==> src/rtl/rv_pkg.sv <==
// Shared fetch-stage definitions: canonical NOP, default boot PC and fetch FSM encoding.
package rv_pkg;
  localparam logic [31:0] NOP_INSTR        = 32'h0000_0013;  // addi x0,x0,0
  localparam logic [31:0] RESET_PC_DEFAULT = 32'h0000_0000;

  typedef enum logic [1:0] {
    S_BOOT = 2'd0,
    S_RUN  = 2'd1,
    S_TRAP = 2'd2
  } fetch_state_t;
endpackage

==> src/rtl/if_fetch_stage_if.sv <==
// Fetch-stage bus bundle: imem request/response, decode handshake, execute redirect.
interface if_fetch_stage_if;
  logic [31:0] imem_addr;
  logic [31:0] imem_rdata;
  logic        stall;
  logic        redirect_valid;
  logic [31:0] redirect_target;
  logic [31:0] id_instr;
  logic [31:0] id_pc;
  logic [31:0] id_pc_plus4;
  logic        id_valid;
  logic        id_misalign;

  modport master (
    output imem_addr, id_instr, id_pc, id_pc_plus4, id_valid, id_misalign,
    input  imem_rdata, stall, redirect_valid, redirect_target
  );

  modport slave (
    input  imem_addr, id_instr, id_pc, id_pc_plus4, id_valid, id_misalign,
    output imem_rdata, stall, redirect_valid, redirect_target
  );
endinterface

==> src/rtl/if_fetch_stage.sv <==
// PC generator / fetch stage in front of a 1-cycle synchronous imem; the imem output
// register doubles as the IF/ID instruction register.
module if_fetch_stage #(
  parameter logic [31:0] RESET_PC  = rv_pkg::RESET_PC_DEFAULT,
  parameter logic [31:0] NOP_INSTR = rv_pkg::NOP_INSTR
) (
  input  logic                    clk,
  input  logic                    rst,
  if_fetch_stage_if.master        bus,
  output logic [31:0]             fetch_count
);

  rv_pkg::fetch_state_t state, state_nxt;
  logic [31:0] pc_fetch, pc_fetch_nxt;
  logic [31:0] pc_resp, pc_resp_nxt;
  logic        resp_valid, resp_valid_nxt;
  logic        misalign_q, misalign_nxt;
  logic [31:0] count_nxt;

  logic redir_take, redir_mis;
  assign redir_take = bus.redirect_valid && (state != rv_pkg::S_BOOT);
  assign redir_mis  = |bus.redirect_target[1:0];

  // Address mux and next-state logic. A redirect overrides stall so the target word
  // is read this cycle and shown next cycle with no bubble.
  always_comb begin
    state_nxt      = state;
    pc_fetch_nxt   = pc_fetch;
    pc_resp_nxt    = pc_resp;
    resp_valid_nxt = resp_valid;
    misalign_nxt   = misalign_q;
    count_nxt      = fetch_count + {31'd0, resp_valid && !bus.stall};

    if (rst)
      bus.imem_addr = RESET_PC;
    else if (redir_take)
      bus.imem_addr = {bus.redirect_target[31:2], 2'b00};
    else if (bus.stall || state == rv_pkg::S_TRAP)
      bus.imem_addr = pc_resp;
    else
      bus.imem_addr = pc_fetch;

    case (state)
      rv_pkg::S_BOOT: begin
        pc_resp_nxt    = RESET_PC;
        pc_fetch_nxt   = RESET_PC + 32'd4;
        resp_valid_nxt = 1'b1;
        misalign_nxt   = 1'b0;
        state_nxt      = rv_pkg::S_RUN;
      end
      default: begin
        if (redir_take) begin
          pc_resp_nxt    = bus.redirect_target;
          resp_valid_nxt = 1'b1;
          if (redir_mis) begin
            misalign_nxt = 1'b1;
            state_nxt    = rv_pkg::S_TRAP;
          end else begin
            pc_fetch_nxt = bus.redirect_target + 32'd4;
            misalign_nxt = 1'b0;
            state_nxt    = rv_pkg::S_RUN;
          end
        end else if (state == rv_pkg::S_TRAP) begin
          // Trap entry is shown once; after decode accepts it, fetch freezes.
          if (!bus.stall) begin
            resp_valid_nxt = 1'b0;
            misalign_nxt   = 1'b0;
          end
        end else if (!bus.stall) begin
          pc_resp_nxt    = pc_fetch;
          pc_fetch_nxt   = pc_fetch + 32'd4;
          resp_valid_nxt = 1'b1;
        end
      end
    endcase
  end

  always_ff @(posedge clk) begin
    if (rst) begin
      state       <= rv_pkg::S_BOOT;
      pc_fetch    <= RESET_PC;
      pc_resp     <= RESET_PC;
      resp_valid  <= 1'b0;
      misalign_q  <= 1'b0;
      fetch_count <= 32'd0;
    end else begin
      state       <= state_nxt;
      pc_fetch    <= pc_fetch_nxt;
      pc_resp     <= pc_resp_nxt;
      resp_valid  <= resp_valid_nxt;
      misalign_q  <= misalign_nxt;
      fetch_count <= count_nxt;
    end
  end

  assign bus.id_pc       = pc_resp;
  assign bus.id_pc_plus4 = pc_resp + 32'd4;
  assign bus.id_valid    = resp_valid;
  assign bus.id_misalign = misalign_q;
  assign bus.id_instr    = (resp_valid && !misalign_q) ? bus.imem_rdata : NOP_INSTR;

endmodule

==> src/flat_wrapper.sv <==
// flat-port wrapper written by rule: the top's interface ports become plain ports
module if_fetch_stage_flat 
#(
  parameter logic [31:0] RESET_PC  = rv_pkg::RESET_PC_DEFAULT,
  parameter logic [31:0] NOP_INSTR = rv_pkg::NOP_INSTR
)
  (clk, rst, fetch_count, bus_imem_addr, bus_id_instr, bus_id_pc, bus_id_pc_plus4, bus_id_valid, bus_id_misalign, bus_imem_rdata, bus_stall, bus_redirect_valid, bus_redirect_target);
  if_fetch_stage_if bus_i ();
  input  logic clk;
  input  logic rst;
  output logic [31:0] fetch_count;
  output wire logic [$bits(bus_i.imem_addr)-1:0] bus_imem_addr;
  output wire logic [$bits(bus_i.id_instr)-1:0] bus_id_instr;
  output wire logic [$bits(bus_i.id_pc)-1:0] bus_id_pc;
  output wire logic [$bits(bus_i.id_pc_plus4)-1:0] bus_id_pc_plus4;
  output wire logic [$bits(bus_i.id_valid)-1:0] bus_id_valid;
  output wire logic [$bits(bus_i.id_misalign)-1:0] bus_id_misalign;
  input wire logic [$bits(bus_i.imem_rdata)-1:0] bus_imem_rdata;
  input wire logic [$bits(bus_i.stall)-1:0] bus_stall;
  input wire logic [$bits(bus_i.redirect_valid)-1:0] bus_redirect_valid;
  input wire logic [$bits(bus_i.redirect_target)-1:0] bus_redirect_target;
  assign bus_imem_addr = bus_i.imem_addr;
  assign bus_id_instr = bus_i.id_instr;
  assign bus_id_pc = bus_i.id_pc;
  assign bus_id_pc_plus4 = bus_i.id_pc_plus4;
  assign bus_id_valid = bus_i.id_valid;
  assign bus_id_misalign = bus_i.id_misalign;
  assign bus_i.imem_rdata = bus_imem_rdata;
  assign bus_i.stall = bus_stall;
  assign bus_i.redirect_valid = bus_redirect_valid;
  assign bus_i.redirect_target = bus_redirect_target;
  if_fetch_stage #(.RESET_PC(RESET_PC), .NOP_INSTR(NOP_INSTR)) u_core (.clk(clk), .rst(rst), .bus(bus_i), .fetch_count(fetch_count));
endmodule
==> config.mk <==
export PLATFORM = sky130hd
export DESIGN_NAME = if_fetch_stage_flat
export DESIGN_NICKNAME = d
export VERILOG_FILES = /design/src/rtl/rv_pkg.sv /design/src/rtl/if_fetch_stage_if.sv /design/src/rtl/if_fetch_stage.sv /design/src/flat_wrapper.sv
export SDC_FILE = /design/constraint.sdc
export NUM_CORES = 1
export LEC_CHECK = 0
export BUFFER_PORTS_ARGS = -buffer_cell sky130_fd_sc_hd__buf_2
export CORE_MARGIN = 2
export CORE_UTILIZATION = 30
export CTS_CLUSTER_SIZE = 24
export DETAILED_ROUTE_END_ITERATION = 6
export PLACE_DENSITY_LB_ADDON = 0.05
export SLEW_MARGIN = 25
export SYNTH_ARGS = -nofsm -noshare
export SYNTH_HDL_FRONTEND = slang
export SYNTH_SLANG_ARGS = --single-unit
==> constraint.sdc <==
create_clock -name clk -period 3.6 [get_ports clk]
set_input_delay 0.36 -clock clk [delete_from_list [all_inputs] [get_ports clk]]
set_output_delay 0.36 -clock clk [all_outputs]
set_load 0.01 [all_outputs]
### Word level (Yosys, flattened, before mapping)

Index checks and enable logic that the tools add are counted.

| storage, ports and cells | value |
|---|---|
| input port bits | 68 |
| logic and storage cells | 58 |
| output and inout bits | 162 |
| register bits after elaboration | 100 |

| operators by class | value |
|---|---|
| reduce and logical (&&, ||, !) cells | 16 |
| muxes and demuxes | 23 |
| equal/unequal tests | 7 |
| add/subtract/negate cells | 4 |

Operator list:

| operator | number |
|---|---|
| 32-bit two-way mux | 11 |
| 32-bit by 3-bit adder with 32-bit output (second input constant) | 3 |
| 32-bit by 1-bit adder with 32-bit output | 1 |
| 1-bit two-way mux | 10 |
| 3-bit AND reduction | 2 |
| 2-bit nonzero test | 3 |
| 2-bit by 1-bit inequality test with 1-bit output (second input constant) | 2 |
| 2-bit AND reduction | 2 |
| 2-bit OR reduction | 2 |
| 1-bit logical AND | 3 |
| 3-bit two-way mux | 1 |
| 3-bit by 1-bit inequality test with 1-bit output (second input constant) | 1 |
| 3-bit by 2-bit inequality test with 1-bit output (second input constant) | 1 |
| 3-bit inequality test (second input constant) | 1 |
| 2-bit == test (second input constant) | 1 |
| 1-bit zero test | 2 |
| 2-bit zero test | 1 |
| 2-bit two-way mux | 1 |
| 2-bit inequality test (second input constant) | 1 |
| 1-bit logical OR | 1 |

### Depth between registers and ports, before layout

| depth | value |
|---|---|
| depth after elaboration | 5 |
| mapped depth | 15 |

### Least setup slack after synthesis

No wires, ideal clock.

| path | value |
|---|---|
| path type | flip-flop to flip-flop |
| start point | register u_core.state[0] |
| end point | register u_core.pc_fetch[14] |
| setup time | 133 ps |
| stages on the path, launching flop included | 16 |
| buffers on the path | 5 |
| arrival time | 2,815 ps |
| setup slack | 653 ps |
| cell sequence | dfxtp_1 -> buf_6 -> o21ai_4 -> buf_4 -> buf_6 -> buf_2 -> buf_2 -> nand2_1 -> nand2_1 -> ha_1 -> nand4_1 -> or3_1 -> a21oi_1 -> nor2b_1 -> a2bb2oi_1 -> a31oi_1 |

| on the way | value |
|---|---|
| word-level cells in the longest chain between the ends | 4 |
| elaborated cells on any way between the ends | 10 |

Ends and longest elaborated chain:

| element | RTL line | text |
|---|---|---|
| from (decl) | if_fetch_stage.sv:13 | `rv_pkg::fetch_state_t state, state_nxt;` |
| from (signal assigned) | if_fetch_stage.sv:80 | `state <= rv_pkg::S_BOOT;` |
| from (signal assigned) | if_fetch_stage.sv:87 | `state <= state_nxt;` |
| 2-bit nonzero test | if_fetch_stage.sv:21 | `assign redir_take = bus.redirect_valid && (state != rv_pkg::S_BOOT);` |
| 1-bit logical AND | if_fetch_stage.sv:21 |  |
| 2-bit inequality test (no line) / 2-bit by 1-bit inequality test with 1-bit output (equally long branches) | - |  |
| 3-bit AND reduction (no line) | - |  |
| to (signal assigned) | if_fetch_stage.sv:88 | `pc_fetch <= pc_fetch_nxt;` |
| to (decl) | if_fetch_stage.sv:14 | `logic [31:0] pc_fetch, pc_fetch_nxt;` |

Parallel ways exist; a longest one is shown, timed or not.
A chain may end at the register's enable or synchronous reset.

### Worst setup path after layout

| path | value |
|---|---|
| start point | register u_core.state[1] |
| end point | output bus_imem_addr[22] |

| on the way | value |
|---|---|
| word-level cells in the longest chain between the ends | 5 |
| elaborated cells on any way between the ends | 7 |

Ends and longest elaborated chain:

| element | RTL line | text |
|---|---|---|
| 2-bit == test | if_fetch_stage.sv:38 | `else if (bus.stall \|\| state == rv_pkg::S_TRAP)` |
| 1-bit logical OR | if_fetch_stage.sv:38 |  |
| 32-bit two-way mux | if_fetch_stage.sv:38 |  |
| 32-bit two-way mux (*) | if_fetch_stage.sv:36 | `else if (redir_take)` |
| 32-bit two-way mux (*) | if_fetch_stage.sv:34 | `if (rst)` |
| to (decl) | flat_wrapper.sv:12 | `output wire logic [$bits(bus_i.imem_addr)-1:0] bus_imem_addr;` |

Mark *: on every way between the ends. The rest lies on a longest branch, timed or not.

==> results.ini <==
[global_routing]
grt_pass1_vias = 7093
antenna_found_initial = 0
grtUsageTotal_pct = 20.6
grt_pass1_wl_um = 40000
grt_max_degree = 73
grt_overflow_total = 0

[run]
cap_viol_max_count = 0

[worst_setup_path]
worstRegToRegCells = 10
cp_top_family = compound AO/OA/AOI/OAI gates
crit_cells = 6
crit_buf_inv = 2
timing.rr.end = u_core.pc_fetch[30]$_SDFFE_PP0P_
crit_start = u_core.state[1]$_SDFFE_PP0N_
r2r_start = u_core.state[0]$_SDFFE_PP0P_
cp_slowest_cell = a21oi_4
crit_path_cell_trace = a211oi_1 -> a21oi_4 -> buf_4 -> nor2_1 -> nor4_1 -> buf_2
end_kind = output pin
crit_path_end = bus_imem_addr[22]
cp_max_fo = 30
crit_arrival_ps = 2980
slowest_delay_ps = 780
crit_type = flip-flop to output pin
required_ps = 3240
start_kind = flip-flop
r2r_setup_slack_ps = 610

[routing]
dr_total_vias = 7400
wl_per_cell_um = 17.9
via_per_inst = 5.28
antenna_left = 0
drt_iter0_drc = 403
wl_um = 25100
drt_first_pass_iters = 5
drc = 0

[clocking]
clk_path_buf_depth = 2
insertion_delay_ps = 360
htree_levels = 3
clk_pin_slew_ps = 80
ctsHoldBuffers = 0
cts-buffers-inserted = 9
root_buffer = clkbuf_16
cts_sinks = 100
post_cts_resized = 0
cts_tree = built
post_cts_buffers = 0

[logic_synthesis]
synthFlopType = dfxtp_1
synth_cells = 924
synth_top_cell_area_share_pct = 29.2
ys_ff_latch = 100
yosys.area.top_type = dfxtp_1
seq_area_frac_synth_pct = 29.2
avgSynthCellArea_um2 = 7.43
synth_edf_count = 0
async_flop_share_pct = 0
synth_fp_nets = 996
syn_area_um2 = 6870
ys_top_cells_by_area = dfxtp_1 (29%), nor2_1 (9.0%), nand2_1 (5.4%), xor2_1 (3.8%), xnor2_1 (3.3%)
synthDistinctLibCells = 74
yosys_warnings = 0

[sta]
rsz0062_at_grt = false
fin_worst_skew_ps = 12.9
period_share_pct = 92.7
relSlewSlack_pct = 35.3
setup-tns-final_ps = 0
worst_pin_slew_ps = 969
fmax_mhz = 300
setup_viol = 0
hold_violations = 0
period_needed_ps = 3340
drv_slew = 0

[cells_and_area]
design_area_um2 = 8480
fin_cells = 1402
layout.nets = 1184
area_delta_synth_final_pct = 23.6
antennaDiodeCount = 0
drive_gt1_share_pct = 26.3

[floorplanning]
io_pins = 230
fp.coreArea_um2 = 22600
chipWidth_um = 155
core.rowCount = 55
die_y_um = 155
start_util_pct = 30.4
die_area_um2 = 24100

[place]
dp.cells = 1386
port_buffers = 229
dpl-instance-area_um2 = 8160
dp_hpwl_um = 18300
routabilityCongestion = 0.794

[power]
finalPower_w = 0.00302
ir_drop_v = 0.000192
p_leak_nw = 3.55
p_per_area_nw_per_um2 = 356

[worst_hold_path]
hold_path_class = input pin to flip-flop

[outcome]
status = finished clean

-- where the power goes --
group          internal, W  leakage (nW)  total [W]  switching [W]
clock network     0.000621         0.157    0.00112       0.000501
logic             0.000254          2.58   0.000701       0.000447
registers          0.00114         0.810    0.00120      0.0000594
-- placed cells by master, fill, tap and decap left out, drive strengths merged, types with 5 or more instances in the layout --
master,count
buf,244
nor2,164
dfxtp,100
nand2,98
nand3,44
a21oi,40
nand4,33
nor4,33
o21ai,33
and2,31
xor2,30
xnor2,26
nor3,24
mux2i,20
and3,15
inv,15
or3,14
a211oi,14
a311oi,13
nor2b,11
a31oi,11
and4,10
clkbuf,9
o21a,9
mux2,8
a22oi,6
a221oi,6
a22o,5
o211ai,5
-- logic make-up after synthesis --
| family | Yosys count | synth area share [%] |
|---|---|---|
| and+or+nand+nor | 493 | 35.5 |
| AOI/OAI and AO/OA | 165 | 17.3 |
| DFF | 100 | 29.2 |
| buffers and inverters | 78 | 5.76 |
| xor gates and xnor gates | 56 | 7.14 |
| muxes | 28 | 4.39 |
| adders and majority gates | 4 | 0.729 |
-- synthesized netlist by cell type (all sizes together), types with 9 or more instances --
cell    count
nor2b      11
nand3      44
a31oi      11
nor2      164
o21a        9
and2       31
o21ai      33
mux2i      20
xor2       30
a21oi      40
nand4      33
and3       15
a211oi     14
or3        14
clkbuf     29
buf        38
dfxtp     100
a311oi     13
inv        11
and4       10
nor4       33
nand2      98
xnor2      26
nor3       24
-- worst reg2reg max path, delay by kind of cell, from the launching register on --
| family | cells | cell delay [ps] |
|---|---|---|
| AO/OA/AOI/OAI | 4 | 980 |
| flip-flops | 1 | 680 |
| adder cells (fa/ha/maj) | 1 | 300 |
| multiplexers | 1 | 340 |
| AND/OR/NAND/NOR | 4 | 620 |
-- sequential cells by signal, summed over array words and instances (netlist names) --
signal                  count
u_core.pc_fetch            32
u_core.fetch_count         32
u_core.bus.id_pc           32
u_core.bus.id_misalign      1
u_core.state                2
u_core.bus.id_valid         1
-- stage by stage --
| stage | worst slack, ps | hold slack [ps] | utilization (%) |
|---|---|---|---|
| floorplan | 653 | 452 | - |
| global placement | 765 | 469 | 36.1 |
| detailed placement | 651 | 479 | 36.1 |
| CTS | 259 | 311 | 37.6 |
| global route | 62.9 | 338 | 37.6 |
| finish | 263 | 324 | 37.6 |
-- cell type report --
class                   instances  area [um2]
inverters                      11        41.3
well taps                     285         357
clock buffers                   9         225
repair buffers                244        1270
multi-input cells             746        4490
fillers                      2419       14100
clock inverters                 7         103
flip-flops and latches        100        2000
-- how the worst min path moves through the flow --
stage,startpoint,slack (ps),depth (start not counted),endpoint
2_1_floorplan,u_core.pc_fetch[0]$_SDFFE_PP0P_,450,1,u_core.pc_fetch[0]$_SDFFE_PP0P_
3_3_place_gp,u_core.pc_fetch[0]$_SDFFE_PP0P_,470,1,u_core.pc_fetch[0]$_SDFFE_PP0P_
3_5_place_dp,u_core.pc_fetch[1]$_SDFFE_PP0P_,480,1,u_core.pc_fetch[1]$_SDFFE_PP0P_
4_1_cts,bus_redirect_target[16],310,3,u_core.bus.id_pc[16]$_SDFFE_PP0P_
5_1_grt,bus_redirect_target[16],340,3,u_core.bus.id_pc[16]$_SDFFE_PP0P_
6_report,bus_redirect_target[16],320,3,u_core.bus.id_pc[16]$_SDFFE_PP0P_
-- per-layer routing --
| layer | wire length (um) | track usage [%] | vias up | share of wire [%] |
|---|---|---|---|---|
| met5 | 0 | 0 | - | 0 |
| met4 | 376 | 5.20 | 0 | 1.5 |
| met3 | 1070 | 2.87 | 20 | 4.3 |
| met2 | 11700 | 33.7 | 191 | 47 |
| met1 | 12000 | 28.8 | 3503 | 48 |
| li1 | - | - | 3686 | - |
Power figures use the tool's default switching activity.
